$ cat config.mk
export PLATFORM = sky130hd
export DESIGN_NAME = masked_gf16_mul_pini_pipe
export DESIGN_NICKNAME = d
export VERILOG_FILES = /design/src/rtl/masked_gf16_mul_pini_pipe_pkg.sv /design/src/rtl/masked_gf16_mul_lane.sv /design/src/rtl/masked_gf16_mul_pini_pipe.sv
export SDC_FILE = /design/constraint.sdc
export NUM_CORES = 1
export LEC_CHECK = 0
export CAP_MARGIN = 20
export CORE_AREA = 4 4 72 74
export DETAILED_ROUTE_END_ITERATION = 10
export DIE_AREA = 0 0 76 78
export PLACE_DENSITY = 0.75
export SETUP_SLACK_MARGIN = 0.3
export SLEW_MARGIN = 20
export SYNTH_ARGS = -nofsm -noshare
export SYNTH_HDL_FRONTEND = slang
export SYNTH_SLANG_ARGS = --single-unit
$ cat constraint.sdc
create_clock -name clk -period 1.7 [get_ports clk]
set_clock_uncertainty 0.15 [all_clocks]
set_input_delay 0.34 -clock clk [delete_from_list [all_inputs] [get_ports clk]]
set_output_delay 0.34 -clock clk [all_outputs]
set_load 0.03 [all_outputs]
$ cat src/rtl/masked_gf16_mul_pini_pipe_pkg.sv
// masked_gf16_mul_pini_pipe_pkg: GF(2^4) field constants and multiply helper
package masked_gf16_mul_pini_pipe_pkg;
  localparam logic [3:0] GF16_POLY = 4'h3;
  localparam int DW = 4;
  localparam int RW = 8;
  function automatic logic [DW-1:0] gf16_mul(input logic [DW-1:0] a, input logic [DW-1:0] b);
    logic [DW-1:0] p;
    logic [DW-1:0] x;
    p = '0;
    x = a;
    for (int i = 0; i < DW; i++) begin
      p = p ^ (b[i] ? x : '0);
      x = x[DW-1] ? ({x[DW-2:0], 1'b0} ^ GF16_POLY) : {x[DW-2:0], 1'b0};
    end
    return p;
  endfunction
endpackage

$ cat src/rtl/masked_gf16_mul_lane.sv
// masked_gf16_mul_lane: one lane's two share domains and stage-1 registers
module masked_gf16_mul_lane
  import masked_gf16_mul_pini_pipe_pkg::*;
(
  input  logic          clk,
  input  logic          rst_n,
  input  logic          load,
  input  logic [DW-1:0] a0,
  input  logic [DW-1:0] a1,
  input  logic [DW-1:0] b0,
  input  logic [DW-1:0] b1,
  input  logic [RW-1:0] rnd,
  output logic [DW-1:0] q0,
  output logic [DW-1:0] q1
);
  logic [DW-1:0] r, s;
  logic [DW-1:0] a0_q, m0_q, l0_q, a1_q, m1_q, l1_q;
  assign r = rnd[DW-1:0];
  assign s = rnd[RW-1:DW];
  // cross-domain operands only ever cross through a register, masked with r
  always_ff @(posedge clk or negedge rst_n) begin
    if (!rst_n) begin
      a0_q <= '0;
      m0_q <= '0;
      l0_q <= '0;
      a1_q <= '0;
      m1_q <= '0;
      l1_q <= '0;
    end else if (load) begin
      a0_q <= a0;
      m0_q <= b1 ^ r;
      l0_q <= gf16_mul(a0, b0 ^ r) ^ s;
      a1_q <= a1;
      m1_q <= b0 ^ r;
      l1_q <= gf16_mul(a1, b1 ^ r) ^ s;
    end
  end
  assign q0 = gf16_mul(a0_q, m0_q) ^ l0_q;
  assign q1 = gf16_mul(a1_q, m1_q) ^ l1_q;
endmodule

$ cat src/rtl/masked_gf16_mul_pini_pipe.sv
// masked_gf16_mul_pini_pipe: multi-lane PINI masked GF(16) multiplier with
// valid/ready flow control and optional output register stage
module masked_gf16_mul_pini_pipe
  import masked_gf16_mul_pini_pipe_pkg::*;
#(
  parameter int LANES   = 1,
  parameter int OUT_REG = 0
) (
  input  logic                clk,
  input  logic                rst_n,
  input  logic                in_valid,
  output logic                in_ready,
  input  logic [DW*LANES-1:0] a0,
  input  logic [DW*LANES-1:0] a1,
  input  logic [DW*LANES-1:0] b0,
  input  logic [DW*LANES-1:0] b1,
  input  logic [RW*LANES-1:0] rnd,
  input  logic                rnd_valid,
  output logic                out_valid,
  input  logic                out_ready,
  output logic [DW*LANES-1:0] q0,
  output logic [DW*LANES-1:0] q1
);
  logic v1, v2, fire, adv;
  logic [DW*LANES-1:0] s1_q0, s1_q1;
  assign fire = in_valid & rnd_valid & in_ready;
  assign adv = v1 & ((OUT_REG != 0) ? (!v2 | out_ready) : out_ready);
  assign in_ready = !v1 | adv;
  always_ff @(posedge clk or negedge rst_n) begin
    if (!rst_n) v1 <= 1'b0;
    else v1 <= fire | (v1 & !adv);
  end
  for (genvar i = 0; i < LANES; i++) begin : g_lane
    masked_gf16_mul_lane u_lane (
      .clk  (clk),
      .rst_n(rst_n),
      .load (fire),
      .a0   (a0[DW*i +: DW]),
      .a1   (a1[DW*i +: DW]),
      .b0   (b0[DW*i +: DW]),
      .b1   (b1[DW*i +: DW]),
      .rnd  (rnd[RW*i +: RW]),
      .q0   (s1_q0[DW*i +: DW]),
      .q1   (s1_q1[DW*i +: DW])
    );
  end
  if (OUT_REG != 0) begin : g_out_reg
    logic [DW*LANES-1:0] r0, r1;
    always_ff @(posedge clk or negedge rst_n) begin
      if (!rst_n) begin
        v2 <= 1'b0;
        r0 <= '0;
        r1 <= '0;
      end else if (adv) begin
        v2 <= 1'b1;
        r0 <= s1_q0;
        r1 <= s1_q1;
      end else if (out_ready) begin
        v2 <= 1'b0;
      end
    end
    assign out_valid = v2;
    assign q0 = r0;
    assign q1 = r1;
  end else begin : g_no_out_reg
    assign v2 = 1'b0;
    assign out_valid = v1;
    assign q0 = s1_q0;
    assign q1 = s1_q1;
  end
endmodule
; ---- After elaboration in Yosys (flattened, before gate mapping)
; Index checks and enable logic that the tools add are counted.
[totals]
ff_bits = 25
latchBits = 0
ram_bits = 0
mem_bits_ro = 0
inputBits = 29
out_inout_bits = 10
wordCells = 73
n_memories = 0
[op_classes]
addsub = 0
n_mul = 0
div_mod_pow = 0
order_cmp = 0
eq_ne = 0
shifts = 0
muxes = 28
bitwise_logic = 36
n_reduce_logical = 2
[op_table]
columns = op, count
row1 = 4-bit XOR, 18
row2 = 4-bit 2-to-1 mux, 16
row3 = 2-bit 2-to-1 mux, 12
row4 = 2-bit inverter, 12
row5 = 1-bit AND, 4
row6 = 1-bit zero test, 2
row7 = 1-bit bitwise OR, 2

; ---- Longest topological paths before layout
; Gate-level depths: netlist (run 1).
[depth]
word_depth = 9
ltp_mapped = 6
depth_no_buf = 5

; ---- Cells and area by module
; Synthesis (run 1) repeated with hierarchy kept, for this count alone.
[unflattened]
cells_unflattened = 243
area_unflattened_um2 = 2238.4
[modules_own_cells]
columns = module, n_inst, cells_each, area_per_inst_um2, seq_area_each_um2
row1 = masked_gf16_mul_lane, 1, 238, 2178.3, 600.6
row2 = masked_gf16_mul_pini_pipe, 1, 5, 60.1, 25.0

; ---- Worst setup path after synthesis (run 1)
; No wires, ideal clock.
[synth_timing]
kind = reg2out
startpoint = register g_lane[0].u_lane.a0_q[2]
endpoint = output port q0[1]
arrival_time_ns = 1.588
required_time_ns = 1.210
path_slack_ns = -0.378
stages_incl_launch_ff = 7
n_path_buf = 1
cell_sequence = dfrtp_1 clkbuf_1 nand2b_1 xnor2_1 a21oi_1 xor2_1 xnor2_1
[synth_between]
elab_chain_cells = 6
word_cells_on_any_way = 8
classes_between = mux (4) / bitwise (4)
[synth_rtl]
columns = element, line_no
row1 = "start, declared", masked_gf16_mul_lane.sv:17  ; logic [DW-1:0] a0_q, m0_q, l0_q, a1_q, m1_q, l1_q;
row2 = "start signal, assigned", masked_gf16_mul_lane.sv:23  ; a0_q <= '0;
row3 = "start signal, assigned", masked_gf16_mul_lane.sv:30  ; a0_q <= a0;
row4 = 2-bit 2-to-1 mux (*), masked_gf16_mul_pini_pipe_pkg.sv:13  ; x = x[DW-1] ? ({x[DW-2:0], 1'b0} ^ GF16_POLY) : {x[DW-2:0], 1'b0};
row5 = 2-bit inverter (no line), n/a
row6 = 2-bit 2-to-1 mux, masked_gf16_mul_pini_pipe_pkg.sv:13
row7 = 4-bit 2-to-1 mux, masked_gf16_mul_pini_pipe_pkg.sv:12  ; p = p ^ (b[i] ? x : '0);
row8 = 4-bit XOR (*), masked_gf16_mul_pini_pipe_pkg.sv:12
row9 = 4-bit XOR (*), masked_gf16_mul_lane.sv:38  ; assign q0 = gf16_mul(a0_q, m0_q) ^ l0_q;
row10 = "end, declared", masked_gf16_mul_pini_pipe.sv:21  ; output logic [DW*LANES-1:0] q0,
; Every way passes the cells marked *; elsewhere a longest branch is shown, timed or not.

; ---- Worst setup path after layout (run 1)
[layout_timing]
startpoint = register g_lane[0].u_lane.m0_q[3]
endpoint = output port q0[0]
[layout_between]
elab_chain_cells = 3
[layout_rtl]
columns = element, line_no
row1 = "start, declared", masked_gf16_mul_lane.sv:17
row2 = "start signal, assigned", masked_gf16_mul_lane.sv:31  ; m0_q <= b1 ^ r;
row3 = 4-bit 2-to-1 mux, masked_gf16_mul_pini_pipe_pkg.sv:12
row4 = 4-bit XOR, masked_gf16_mul_pini_pipe_pkg.sv:12
row5 = 4-bit XOR, masked_gf16_mul_lane.sv:38
; No other way between the ends.

==> results of run 1 <==
[state kept, by name (all words and copies together) (netlist names)]
name,flops
g_lane.u_lane.a0_q,4
g_lane.u_lane.a1_q,4
g_lane.u_lane.l0_q,4
g_lane.u_lane.l1_q,4
g_lane.u_lane.m0_q,4
g_lane.u_lane.m1_q,4
out_valid,1
[power by group]
group | switching, W | internal, W | total [W]
Clock | 0.000238 | 0.000166 | 0.000403
Combinational | 0.00140 | 0.00145 | 0.00285
Sequential | 0.000241 | 0.000731 | 0.000972
[cell families after synthesis]
family | Yosys count | synth area share
compound gates | 38 | 0.0954
xor+xnor | 70 | 0.344
buf+inv | 14 | 0.0265
flops | 25 | 0.294
mux | 4 | 0.0188
simple gates | 111 | 0.221
[worst max path at each step]
stage,depth (start not counted),end,slack (ns)
5_1_grt,6,q0[2],-0.60
2_1_floorplan,6,q0[1],-0.19
6_report,6,q0[0],-0.54
3_3_place_gp,6,g_lane[0].u_lane.l0_q[1],-0.46
3_5_place_dp,6,g_lane[0].u_lane.l1_q[2],-0.53
4_1_cts,6,q0[1],-0.46
[Yosys cell counts]
| cell | instances |
|---|---|
| a21o_1 | 2 |
| clkbuf_2 | 1 |
| or3_1 | 1 |
| buf_1 | 2 |
| nor2_1 | 15 |
| o21ai_0 | 17 |
| a31oi_1 | 1 |
| a21oi_1 | 12 |
| xnor2_2 | 1 |
| xnor2_1 | 40 |
| xor2_1 | 21 |
| nor2b_1 | 9 |
| dfrtp_1 | 25 |
| nor3b_1 | 1 |
| o21ai_2 | 1 |
| o21ai_1 | 3 |
| and2b_2 | 2 |
| mux2i_1 | 4 |
| o22ai_1 | 2 |
| nand3_1 | 1 |
| xnor3_1 | 8 |
| nand2_1 | 77 |
| nand2b_1 | 5 |
| buf_2 | 2 |
| clkbuf_1 | 9 |
[timing repair]
item,in CTS,in global routing
setup endpoints to repair,30,31
buffers inserted,20,9
gates cloned,0,7
gates resized for setup,165,108
hold buffers,0,0
pin swaps,59,59
[worst register-to-register path, stage by stage (launching register included)]
cell and delay [ns]:
dfrtp_2 0.45, nand2b_4 0.10, buf_6 0.11, nand3_4 0.20, clkbuf_16 0.26, o21ai_1 0.24
[layer usage]
metal | global-route usage | up-vias | wire length, µm
met1 | 0.265 | 1253 | 3770
met4 | 0.0783 | 0 | 670
met2 | 0.408 | 185 | 4960
met3 | 0.0186 | 60 | 822
li1 | - | 1048 | -
met5 | 0 | - | 0
[stage by stage]
stage          instance area, µm²  power (W)  hold WS, ns  cells
2_1_floorplan                2400    0.00227       -0.106    262
3_3_place_gp                 3040    0.00285        0.344    383
3_5_place_dp                 3040    0.00290        0.358    383
4_1_cts                      3510    0.00362        0.281    407
5_1_grt                      4140    0.00439        0.300    423
6_report                     4140    0.00423        0.282    423
[cell type report]
| class | instances | area, µm² |
|---|---|---|
| clock buffers | 3 | 41.3 |
| fillers | 155 | 458 |
| well taps | 54 | 67.6 |
| clock inverters | 1 | 5.00 |
| multi-input cells | 223 | 2220 |
| repair buffers | 117 | 1160 |
| flip-flops and latches | 25 | 642 |
==> out/metrics.csv, run 1 <==
stage,metric,value,unit
status,outcome,"complete, but fails checks",
status,violations,setup timing,
floorplan,core-area,4600,µm²
synth,synth.area.top_cells,"dfrtp_1 (29%), xnor2_1 (16%), nand2_1 (14%)",
synth,syn-cell-area,2120,µm²
cells_and_area,layout-drive-gt1-share,0.640,
setup_path,timing.critical_path.to_type,primary output,
setup_path,cp-start-kind,flip-flop,
timing,fin_crit,2.24,ns
timing,fin_crit_sh,1.32,
cts,cts_buffer_depth,2,
timing,tightest_slew,0.355,ns
hold_path,whs_path_depth,4,
synth,ys_ff_latch,25,
cells_and_area,fin_util,0.900,
power_and_ir_drop,p_leak,1.93,nW
route,avgViaCountPerCell,6.02,
setup_path,worstPathMaxFanout,6,
synth,yosysSeqAreaShare,0.294,
setup_path,rrSetupSlack,0.11,ns
cells_and_area,n_antenna_cell,0,
power_and_ir_drop,ir_drop,555,µV
cts,path_clk_slew,0.11,ns
route,route.detailed.drc,0,
hold_path,min_to,g_lane[0].u_lane.a1_q[0],
synth,synth_top_area_frac,0.294,
cts,clockRootBuffer,clkbuf_8,
place,gp_congestion,0.811,
power_and_ir_drop,powerDensity,1020,nW/µm²
floorplan,start_util,0.462,
cts,numCtsBuffers,3,
route,wl_per_cell,24.2,µm
timing,setup_slack,-0.541,ns
synth,synthDistinctLibCells,25,
setup_path,slowest_delay,0.48,ns
synth,syn_area_per_cell,8.11,µm²
setup_path,critPathKind,reg -> out,
floorplan,dieArea,5930,µm²
cts,cts_sinks,25,
floorplan,io_pins,39,
setup_path,r2r_cells,5,
timing,fmax,446,MHz
setup_path,worst-path-buf-inv,2,
job,cap_violations,0,
route,first_pass_iters,5,
route,detail-route-antenna-nets,0,
grt,grt_pass1_vias,2234,
route,postRouteWirelength,10200,µm
floorplan,die_x,76,µm
setup_path,r2r-end,g_lane[0].u_lane.l0_q[2],
cts,cts-htree-levels,1,
hold_path,hold_class,in -> reg,
place,hpwlAfterDp,4080,µm
timing,rsz0062_at_grt,yes,
route,vias,2546,
timing,setup_tns,-3.53,ns
grt,grt_max_degree,41,
grt,grt_usage,0.221,
cts,cts_tree,built,
place,port-buffer-count,38,
setup_path,required,1.21,ns
setup_path,critPathSlowestCell,dfrtp_2,
timing,setup_viol,8,
cells_and_area,area_growth,94.9,%
hold_path,hold_start,a1[0],
route,drtIter0Drc,335,
setup_path,cp_data_arrival_time,1.75,ns
synth,ys_warn_count,0,
floorplan,die_h,78,µm
cts,clk_latency,0.28,ns
cells_and_area,final_cell_mix,"nand2_1 (55), buf_4 (51), buf_6 (33)",
setup_path,crit_chain,"buf_4, nand2_1, xor2_2, xnor2_2, xnor2_2, buf_6",
synth,synth_top_cell_by_area,dfrtp_1,
setup_path,startpoint,g_lane[0].u_lane.m0_q[3],
synth,syn_nets,291,
setup_path,path_common_cell,xnor2_2,
synth,postSynthCellCount,262,
timing,slew_headroom,0.764,
setup_path,crit-reg2reg-launch,out_valid,
grt,grt.overflow.total,0,
cells_and_area,layout_commonest_cell,nand2_1,
timing,slew_viol_final,0,
cells_and_area,layout.nets,399,
place,preCtsSetupSlack,-0.531,ns
floorplan,rows,25,
grt,grt_pass1_wl,10500,µm
grt,antenna_found_initial,0,
timing,finalHoldViolations,0,
setup_path,crit_family,XOR/XNOR gates,
Note: power is estimated with default switching activity, not from simulation.
==> inputs of run 2 (changes only) <==
--- a/config.mk
+++ b/config.mk
@@ -11,2 +11,3 @@
 export DIE_AREA = 0 0 76 78
+export MAX_ROUTING_LAYER = met4
 export PLACE_DENSITY = 0.75
==> constraint.sdc (replaced) <==
create_clock -name clk -period 1.7 [get_ports clk]
set_clock_uncertainty 0.15 [all_clocks]
set_input_delay 0.17 -clock clk [delete_from_list [all_inputs] [get_ports clk]]
set_output_delay 0.17 -clock clk [all_outputs]
set_load 0.03 [all_outputs]
==> run 2 against run 1 <==
Effect of this change: global-route usage fell by 2.9 points; the flow still finishes with violations (setup timing); total power down 11%; clock-buffer cell count unchanged; design area is 15% lower; final cell count shrank 5.2%; first-iteration DRC count down 67%; core utilization down 13 points; largest power group unchanged; critical path depth unchanged.
==> out/metrics.csv, run 2 (same netlist as run 1, synthesis figures left out) <==
stage,metric,value,unit
status,outcome,"complete, but fails checks",
status,violations,setup timing,
floorplan,die_x,76,µm
cells_and_area,layout-drive-gt1-share,0.501,
cts,clockRootBuffer,clkbuf_8,
place,port-buffer-count,38,
grt,grt.overflow.total,0,
timing,fmax,514,MHz
place,hpwlAfterDp,4010,µm
floorplan,rows,25,
timing,finalHoldViolations,0,
timing,setup_viol,8,
timing,fin_crit_sh,1.14,
floorplan,io_pins,39,
grt,grt_max_degree,41,
floorplan,die_h,78,µm
route,postRouteWirelength,6420,µm
place,gp_congestion,0.898,
power_and_ir_drop,powerDensity,1060,nW/µm²
grt,antenna_found_initial,0,
setup_path,cp-start-kind,flip-flop,
route,wl_per_cell,16.0,µm
route,first_pass_iters,4,
cts,cts_tree,built,
setup_path,critPathKind,reg -> out,
power_and_ir_drop,p_leak,1.69,nW
floorplan,start_util,0.462,
timing,fin_crit,1.95,ns
timing,tightest_slew,0.372,ns
cts,clk_latency,0.27,ns
cts,cts-htree-levels,1,
setup_path,worstPathMaxFanout,2,
timing,hold_slack,0.118,ns
grt,grt_usage,0.192,
cells_and_area,fillers,298,
route,avgViaCountPerCell,5.16,
cells_and_area,multi_input_area,1970,µm²
hold_path,hold_class,in -> async,
place,preCtsSetupSlack,-0.421,ns
timing,slew_headroom,0.751,
timing,setup_slack,-0.245,ns
cells_and_area,area_growth,66.3,%
timing,slew_viol_final,0,
setup_path,cp_data_arrival_time,1.63,ns
cts,path_clk_slew,0.09,ns
cts,cts_hold_buf,0,
setup_path,timing.critical_path.to_type,primary output,
floorplan,core-area,4600,µm²
cts,cts_buffer_depth,2,
timing,rsz0062_at_grt,yes,
power_and_ir_drop,design_power_total,0.00376,W
grt,grt_pass1_vias,1931,
cells_and_area,layout_commonest_cell,nand2_1,
route,detail-route-antenna-nets,0,
setup_path,required,1.38,ns
cells_and_area,final_cell_mix,"nand2_1 (71), buf_4 (48), xnor2_2 (26)",
cells_and_area,layout.nets,377,
cts,cts_sinks,25,
cts,numCtsBuffers,3,
floorplan,dieArea,5930,µm²
cells_and_area,seq_area,644,µm²
cells_and_area,n_antenna_cell,0,
route,vias,2068,
grt,grt_pass1_wl,9110,µm
power_and_ir_drop,ir_drop,466,µV
route,route.detailed.drc,0,
job,cap_violations,0,
setup_path,rrSetupSlack,0.35,ns
route,drtIter0Drc,110,
==> run 2: changes by cell type in the layout (fill, tap and decap cells not counted), sizes merged <==
cell / before / now
buf: 99 / 69
clkbuf: 10 / 11
clkdlybuf4s15: 2 / 4
clkdlybuf4s50: 3 / 7
dlygate4sd2: 4 / 6
dlymetal6s2s: 2 / 1
==> run 2: stage by stage <==
step | cell area (µm²) | std cells | TNS [ns] | util
3_3_place_gp | 2920 | 382 | -2.27 | 0.635
4_1_cts | 3220 | 390 | -1.49 | 0.700
3_5_place_dp | 2920 | 382 | -2.74 | 0.635
2_1_floorplan | 2270 | 262 | -0.0430 | -
6_report | 3530 | 401 | -1.49 | 0.768
5_1_grt | 3530 | 401 | -2.12 | 0.768
==> run 2: worst max-delay path, cell delays in order (launching register included) <==
cell	delay (ns)
dfrtp_1	0.39
nand2b_4	0.15
xnor2_2	0.13
a21oi_2	0.21
xor2_2	0.19
xnor2_2	0.13
buf_6	0.15
==> run 2: power breakdown <==
part	switching, W	leakage (nW)	internal, W
sequential	0.000210	0.292	0.000734
clock	0.000195	0.0255	0.000164
combinational	0.00117	1.38	0.00128
total	0.00158	1.69	0.00218
==> run 2: per-layer routing <==
| metal | wire length (µm) | GRT usage | vias up |
|---|---|---|---|
| li1 | - | - | 1001 |
| met4 | 125 | 0.0587 | 0 |
| met2 | 3510 | 0.333 | 63 |
| met1 | 2560 | 0.242 | 991 |
| met3 | 219 | 0.00928 | 13 |
| met5 | 0 | - | - |
==> run 2: area by class of cell <==
class / count / share of cell area
timing repair buffer: 95 / 0.229
sequential: 25 / 0.182
clock inverter: 1 / 0.00142
multi-input combinational: 223 / 0.556
clock buffer: 3 / 0.0117
tap: 54 / 0.0191
==> run 2: repair_timing <==
action,4_1_cts,5_1_grt
buffers inserted,4,11
resized for setup,89,76
endpoints found under the setup margin,25,17
pin swaps,41,41
==> run 2: worst paths after layout <==
| check | start | end | depth (start not counted) |
|---|---|---|---|
| max | g_lane[0].u_lane.a0_q[2] | q0[1] | 6 |
| min | rst_n | g_lane[0].u_lane.l1_q[0] | 2 |
| max reg2reg | out_valid | g_lane[0].u_lane.m0_q[0] | 4 |
| min reg2reg | g_lane[0].u_lane.l1_q[3] | g_lane[0].u_lane.l1_q[3] | 2 |
| max in group asynchronous | rst_n | g_lane[0].u_lane.m0_q[0] | 2 |
| min in group clk | a1[3] | g_lane[0].u_lane.a1_q[3] | 4 |
